--- config.mk ---
export PLATFORM = sky130hd
export DESIGN_NAME = wb_slave_responder_flat
export DESIGN_NICKNAME = d
export VERILOG_FILES = /design/src/rtl/wb_slave_responder_if.sv /design/src/rtl/wb_slave_responder.sv /design/src/flat_wrapper.sv
export SDC_FILE = /design/constraint.sdc
export NUM_CORES = 1
export LEC_CHECK = 0
export BUFFER_PORTS_ARGS = -buffer_cell sky130_fd_sc_hd__buf_2
export CELL_PAD_IN_SITES_DETAIL_PLACEMENT = 1
export CELL_PAD_IN_SITES_GLOBAL_PLACEMENT = 2
export CORE_MARGIN = 5
export CORE_UTILIZATION = 42
export DETAILED_ROUTE_END_ITERATION = 6
export MAX_ROUTING_LAYER = met4
export PLACE_DENSITY = 0.85
export SETUP_SLACK_MARGIN = 0.05
export SYNTH_ARGS = -nofsm -noshare
export SYNTH_HDL_FRONTEND = slang
export SYNTH_SLANG_ARGS = --single-unit
--- constraint.sdc ---
create_clock -name clk_i -period 4 [get_ports clk_i]
set_input_delay 0.6 -clock clk_i [delete_from_list [all_inputs] [get_ports clk_i]]
set_output_delay 0.6 -clock clk_i [all_outputs]
set_load 0.01 [all_outputs]
--- src/rtl/wb_slave_responder_if.sv ---
// Wishbone classic-cycle bundle for wb_slave_responder; signal names are
// seen from the slave side, so the master modport drives the *_i signals.
interface wb_slave_responder_if #(
    parameter int ADDR_WIDTH = 2,
    parameter int DATA_WIDTH = 8
);
    logic                  cyc_i;
    logic                  stb_i;
    logic                  we_i;
    logic [ADDR_WIDTH-1:0] adr_i;
    logic [DATA_WIDTH-1:0] dat_i;
    logic [DATA_WIDTH-1:0] dat_o;
    logic                  ack_o;
    logic                  irq_o;

    modport slave (
        input  cyc_i, stb_i, we_i, adr_i, dat_i,
        output dat_o, ack_o, irq_o
    );

    modport master (
        output cyc_i, stb_i, we_i, adr_i, dat_i,
        input  dat_o, ack_o, irq_o
    );
endinterface

--- src/rtl/wb_slave_responder.sv ---
// Wishbone classic slave: small register bank with programmable wait states.
// Define WB_SLV_IRQ_EN to turn register IRQ_ADDR into a doorbell driving irq_o.
module wb_slave_responder #(
    parameter int ADDR_WIDTH  = 2,
    parameter int DATA_WIDTH  = 8,
    parameter int WAIT_STATES = 0,
    parameter int IRQ_ADDR    = 3
) (
    input  logic                    clk_i,
    input  logic                    rst_i,
    wb_slave_responder_if.slave     wb
);

    localparam int              NREGS   = 2 ** ADDR_WIDTH;
    localparam logic [3:0]      WS_LOAD = 4'(WAIT_STATES);

    if (WAIT_STATES < 0 || WAIT_STATES > 15) begin : g_bad_wait_states
        $error("wb_slave_responder: WAIT_STATES must be in 0..15");
    end
    if (IRQ_ADDR < 0 || IRQ_ADDR >= NREGS) begin : g_bad_irq_addr
        $error("wb_slave_responder: IRQ_ADDR must index the register bank");
    end

    typedef enum logic [1:0] {
        ST_IDLE = 2'd0,
        ST_WAIT = 2'd1,
        ST_ACK  = 2'd2
    } state_e;

    state_e                  state_q, state_d;
    logic [3:0]              cnt_q,   cnt_d;
    logic [ADDR_WIDTH-1:0]   adr_q,   adr_d;
    logic                    we_q,    we_d;
    logic [DATA_WIDTH-1:0]   dat_q,   dat_d;
    logic                    ack_q,   ack_d;
    logic [DATA_WIDTH-1:0]   rdat_q,  rdat_d;
    logic [DATA_WIDTH-1:0]   regs_q [NREGS];
    logic [DATA_WIDTH-1:0]   regs_d [NREGS];

    // Transaction committed on this edge (ack entry) and the values it uses.
    logic                    commit;
    logic [ADDR_WIDTH-1:0]   c_adr;
    logic                    c_we;
    logic [DATA_WIDTH-1:0]   c_dat;
    logic                    req;

    assign req = wb.cyc_i & wb.stb_i;

    always_comb begin
        // NOTE: every signal gets a default before the case so no path leaves it unassigned, which would infer a latch.
        state_d = state_q;
        cnt_d   = cnt_q;
        adr_d   = adr_q;
        we_d    = we_q;
        dat_d   = dat_q;
        commit  = 1'b0;
        c_adr   = adr_q;
        c_we    = we_q;
        c_dat   = dat_q;

        unique case (state_q)
            ST_IDLE: begin
                if (req) begin
                    adr_d = wb.adr_i;
                    we_d  = wb.we_i;
                    dat_d = wb.dat_i;
                    cnt_d = WS_LOAD;
                    if (WAIT_STATES == 0) begin
                        // Zero wait states: capture and ack entry share one edge.
                        state_d = ST_ACK;
                        commit  = 1'b1;
                        c_adr   = wb.adr_i;
                        c_we    = wb.we_i;
                        c_dat   = wb.dat_i;
                    end else begin
                        state_d = ST_WAIT;
                    end
                end
            end
            ST_WAIT: begin
                if (!wb.cyc_i) begin
                    state_d = ST_IDLE;
                    cnt_d   = 4'd0;
                end else if (cnt_q <= 4'd1) begin
                    state_d = ST_ACK;
                    cnt_d   = 4'd0;
                    commit  = 1'b1;
                end else begin
                    cnt_d = cnt_q - 4'd1;
                end
            end
            ST_ACK: begin
                state_d = ST_IDLE;
            end
            default: begin
                state_d = ST_IDLE;
                cnt_d   = 4'd0;
            end
        endcase
    end

    always_comb begin
        regs_d = regs_q;
        ack_d  = commit;
        rdat_d = '0;
        if (commit) begin
            if (c_we) begin
                regs_d[c_adr] = c_dat;
            end else begin
                rdat_d = regs_q[c_adr];
            end
        end
    end

    // NOTE: sequential state uses non-blocking assignments so every flop samples pre-edge values.
    always_ff @(posedge clk_i or negedge rst_i) begin
        if (!rst_i) begin
            state_q <= ST_IDLE;
            cnt_q   <= 4'd0;
            adr_q   <= '0;
            we_q    <= 1'b0;
            dat_q   <= '0;
            ack_q   <= 1'b0;
            rdat_q  <= '0;
        end else begin
            state_q <= state_d;
            cnt_q   <= cnt_d;
            adr_q   <= adr_d;
            we_q    <= we_d;
            dat_q   <= dat_d;
            ack_q   <= ack_d;
            rdat_q  <= rdat_d;
        end
    end

    // NOTE: the bank is tiny and must read 0 after reset, so it is built from resettable flops rather than RAM.
    always_ff @(posedge clk_i or negedge rst_i) begin
        if (!rst_i) begin
            for (int i = 0; i < NREGS; i++) begin
                regs_q[i] <= '0;
            end
        end else begin
            regs_q <= regs_d;
        end
    end

    assign wb.ack_o = ack_q;
    assign wb.dat_o = rdat_q;

`ifdef WB_SLV_IRQ_EN
    localparam logic [ADDR_WIDTH-1:0] IRQ_IDX = ADDR_WIDTH'(IRQ_ADDR);

    logic pend_q, pend_d;
    logic irq_q,  irq_d;

    // A doorbell write sets pending, a doorbell read clears it; irq_o lags by one cycle.
    always_comb begin
        pend_d = pend_q;
        if (commit && (c_adr == IRQ_IDX)) begin
            pend_d = c_we;
        end
        irq_d = pend_q;
    end

    always_ff @(posedge clk_i or negedge rst_i) begin
        if (!rst_i) begin
            pend_q <= 1'b0;
            irq_q  <= 1'b0;
        end else begin
            pend_q <= pend_d;
            irq_q  <= irq_d;
        end
    end

    assign wb.irq_o = irq_q;
`else
    assign wb.irq_o = 1'b0;
`endif

endmodule
--- src/flat_wrapper.sv ---
// flat-port wrapper written by rule: the top's interface ports become plain ports
module wb_slave_responder_flat 
#(
    parameter int ADDR_WIDTH  = 2,
    parameter int DATA_WIDTH  = 8,
    parameter int WAIT_STATES = 0,
    parameter int IRQ_ADDR    = 3
)
  (clk_i, rst_i, wb_cyc_i, wb_stb_i, wb_we_i, wb_adr_i, wb_dat_i, wb_dat_o, wb_ack_o, wb_irq_o);
  wb_slave_responder_if #(.ADDR_WIDTH(ADDR_WIDTH), .DATA_WIDTH(DATA_WIDTH)) wb_i ();
  input  logic clk_i;
  input  logic rst_i;
  input wire logic [$bits(wb_i.cyc_i)-1:0] wb_cyc_i;
  input wire logic [$bits(wb_i.stb_i)-1:0] wb_stb_i;
  input wire logic [$bits(wb_i.we_i)-1:0] wb_we_i;
  input wire logic [$bits(wb_i.adr_i)-1:0] wb_adr_i;
  input wire logic [$bits(wb_i.dat_i)-1:0] wb_dat_i;
  output wire logic [$bits(wb_i.dat_o)-1:0] wb_dat_o;
  output wire logic [$bits(wb_i.ack_o)-1:0] wb_ack_o;
  output wire logic [$bits(wb_i.irq_o)-1:0] wb_irq_o;
  assign wb_i.cyc_i = wb_cyc_i;
  assign wb_i.stb_i = wb_stb_i;
  assign wb_i.we_i = wb_we_i;
  assign wb_i.adr_i = wb_adr_i;
  assign wb_i.dat_i = wb_dat_i;
  assign wb_dat_o = wb_i.dat_o;
  assign wb_ack_o = wb_i.ack_o;
  assign wb_irq_o = wb_i.irq_o;
  wb_slave_responder #(.ADDR_WIDTH(ADDR_WIDTH), .DATA_WIDTH(DATA_WIDTH), .WAIT_STATES(WAIT_STATES), .IRQ_ADDR(IRQ_ADDR)) u_core (.clk_i(clk_i), .rst_i(rst_i), .wb(wb_i));
endmodule
==> metrics.txt <==
critical path class in2reg; Slew Viols, Final 0; share of layout cells above drive strength 1 0.469; crit path DAT 2190 ps; Worst path top cell family by delay simple AND/OR/NAND/NOR gates; placed cells between 150 and 200; Ys Warns 0; top cell type's share of synthesized area 0.587; syn_area_per_cell ~15 sq um; hold buffer count at cts 0; clock latency on the worst-skew pair 290 ps; Worst setup SP type input port; syn nets about 130; initial antenna violation count 0; post-DR wirelength/cell around 18 um; Slowest-stage cell, CP or4_1; GPL Wtd Cong around 0.70; status finished, final reports clean; vias post-DR 1041; Max Root-Sink Buffers 2; Bufs and invs on worst path 1; clock skew between 7 and 8 ps; CTS tree yes; Top Ports 25; height of the die around 75 um; DRT iter0 DRCs 39; cts bufs inserted 5; Worst EP required 4170 ps; # diodes 0; register bit count reported by yosys between 40 and 50; max cap viols 0; worst slew pin tran approximately 940 ps; CTS H-tree depth 2; worst vdd ir between 200 and 250 uV; largest cells by area after synthesis dfrtp_1, mux2_2, mux2i_1; CTS resizes 0; Site Rows 23; min Tclk post-route just over 2000 ps; first-pass GRT wire length 5870 um; period utilisation layout 0.504; # port buffers 23; largest net degree at the start of global routing 43; Clock transition at path regs about 80 ps; die area 5670 sq um; global-route usage over all layers 0.146; Async SR Flop Fraction 1.00; Initial DRT Pass Iterations 4; # Post-CTS Setup Buffers 0; Leakage between 0.9 and 1 nW; Post-synth EDFFs 0; # setup viols final 0; Final nets between 150 and 200; max_slew headroom 0.373; RSZ-0062 raised after global routing no; Fill cells approximately 430; Hold Path Class in2async; final hold vios 0; die width ~75 um; drt drc 0; GR Overflow Total 0; vias in the first global route approximately 1200; slowest stage delay, CP approximately 890 ps; DR vias/cell approximately 5.4; crit end category flop; Max Clk Rate 496 MHz; Post-Layout Cell Count about 190; dominant synthesized flop cell dfrtp_1; Placeable Area around 4100 sq um; CTS sink cnt 42; Area Growth Syn to Fin 12.4%; starting density of the core 0.442; Synth cell types 20; WL final around 3600 um; post-synth top area cell dfrtp_1; Post-Syn Instances 119; ANT nets after route 0; Register Area roughly 1100 sq um; cell area after synthesis between 1500 and 2000 sq um; DPL Wire Length about 2400 um; area of the multi-input gates 686 sq um; pwr/cell area ~490 nW/um^2; sequential area share after synthesis 0.587; setup TNS 0 ps; worst-path cell chain buf_2 > or4_1 > mux2_4; root buffer cell clkbuf_8; worst-path fanout max 19
==> power by group <==
part	leakage [nW]	switching, mW	internal (mW)
combinational	0.416	0.0614	0.0999
clock	0.0482	0.142	0.139
sequential	0.533	0.0446	0.508
==> state kept, by name (all words and copies together), names as in the netlist <==
| signal | count |
|---|---|
| u_core.wb.dat_o | 8 |
| u_core.wb.ack_o | 1 |
| u_core.state_q | 1 |
| u_core.regs_q | 32 |
==> placed cells by master (no fill, tap or decap), drive strengths merged, types with 2 or more instances in the layout <==
master / count
clkbuf: 7
inv: 2
buf: 23
nor3: 2
or4: 2
mux2: 32
mux2i: 16
o22ai: 8
dfrtp: 42
==> worst paths after layout <==
check | from | to | slack [ps] | cells past startpoint
worst max-delay path | wb_adr_i[0] | u_core.regs_q[24] | 1980 | 3
worst min-delay path | rst_i | u_core.regs_q[25] | 440 | 1
worst max register to register | u_core.state_q[1] | u_core.regs_q[24] | 2180 | 2
worst min register to register | u_core.regs_q[18] | u_core.regs_q[18] | 510 | 1
max in group asynchronous | rst_i | u_core.regs_q[12] | 2980 | 1
min in group clk_i | u_core.regs_q[18] | u_core.regs_q[18] | 510 | 1
==> metal layers <==
layer	vias to the layer above	wire [um]	part of all wire	GRT usage
met1	541	1590	0.45	0.181
met5	-	0	0	-
met3	5	189	0.053	0.0435
met2	21	1750	0.49	0.232
li1	474	-	-	-
met4	0	29	0.0081	0.0466
==> cell families after synthesis <==
kind of cell | count (synthesis) | synth area share
AOI/OAI and AO/OA | 8 | 0.0279
buffers and inverters | 9 | 0.0307
DFF | 42 | 0.587
muxes | 48 | 0.307
other | 1 | 0.00209
and+or+nand+nor | 11 | 0.0454
==> synth_stat cells (2+ instances only) <==
cell and instances:
o22ai_1 8, buf_2 2, dfrtp_1 42, mux2_2 24, clkbuf_1 2, or4_1 2
buf_6 2, nor3_2 2, mux2_4 8, mux2i_1 16, inv_1 2
==> cell type report <==
type | instances | share of cell area
Sequential cell | 42 | 0.522
Clock buffer | 7 | 0.0429
Timing Repair Buffer | 23 | 0.0572
Inverter | 2 | 0.00373
Tap cell | 50 | 0.0311
Multi-Input combinational cell | 68 | 0.341
Clock inverter | 1 | 0.00249
==> stage by stage <==
| step | setup WS [ps] | power, mW | instance area, sq um | util | hold WS (ps) |
|---|---|---|---|---|---|
| 2_1_floorplan | 2320 | 0.671 | 1790 | - | 304 |
| 3_3_place_gp | 1720 | 0.710 | 1920 | 0.474 | 491 |
| 3_5_place_dp | 1700 | 0.726 | 1920 | 0.474 | 495 |
| 4_1_cts | 2000 | 1.01 | 2010 | 0.496 | 465 |
| 5_1_grt | 2000 | 1.05 | 2010 | 0.496 | 509 |
| 6_report | 1980 | 0.994 | 2010 | 0.496 | 437 |
Power figures use the tool's default switching activity.
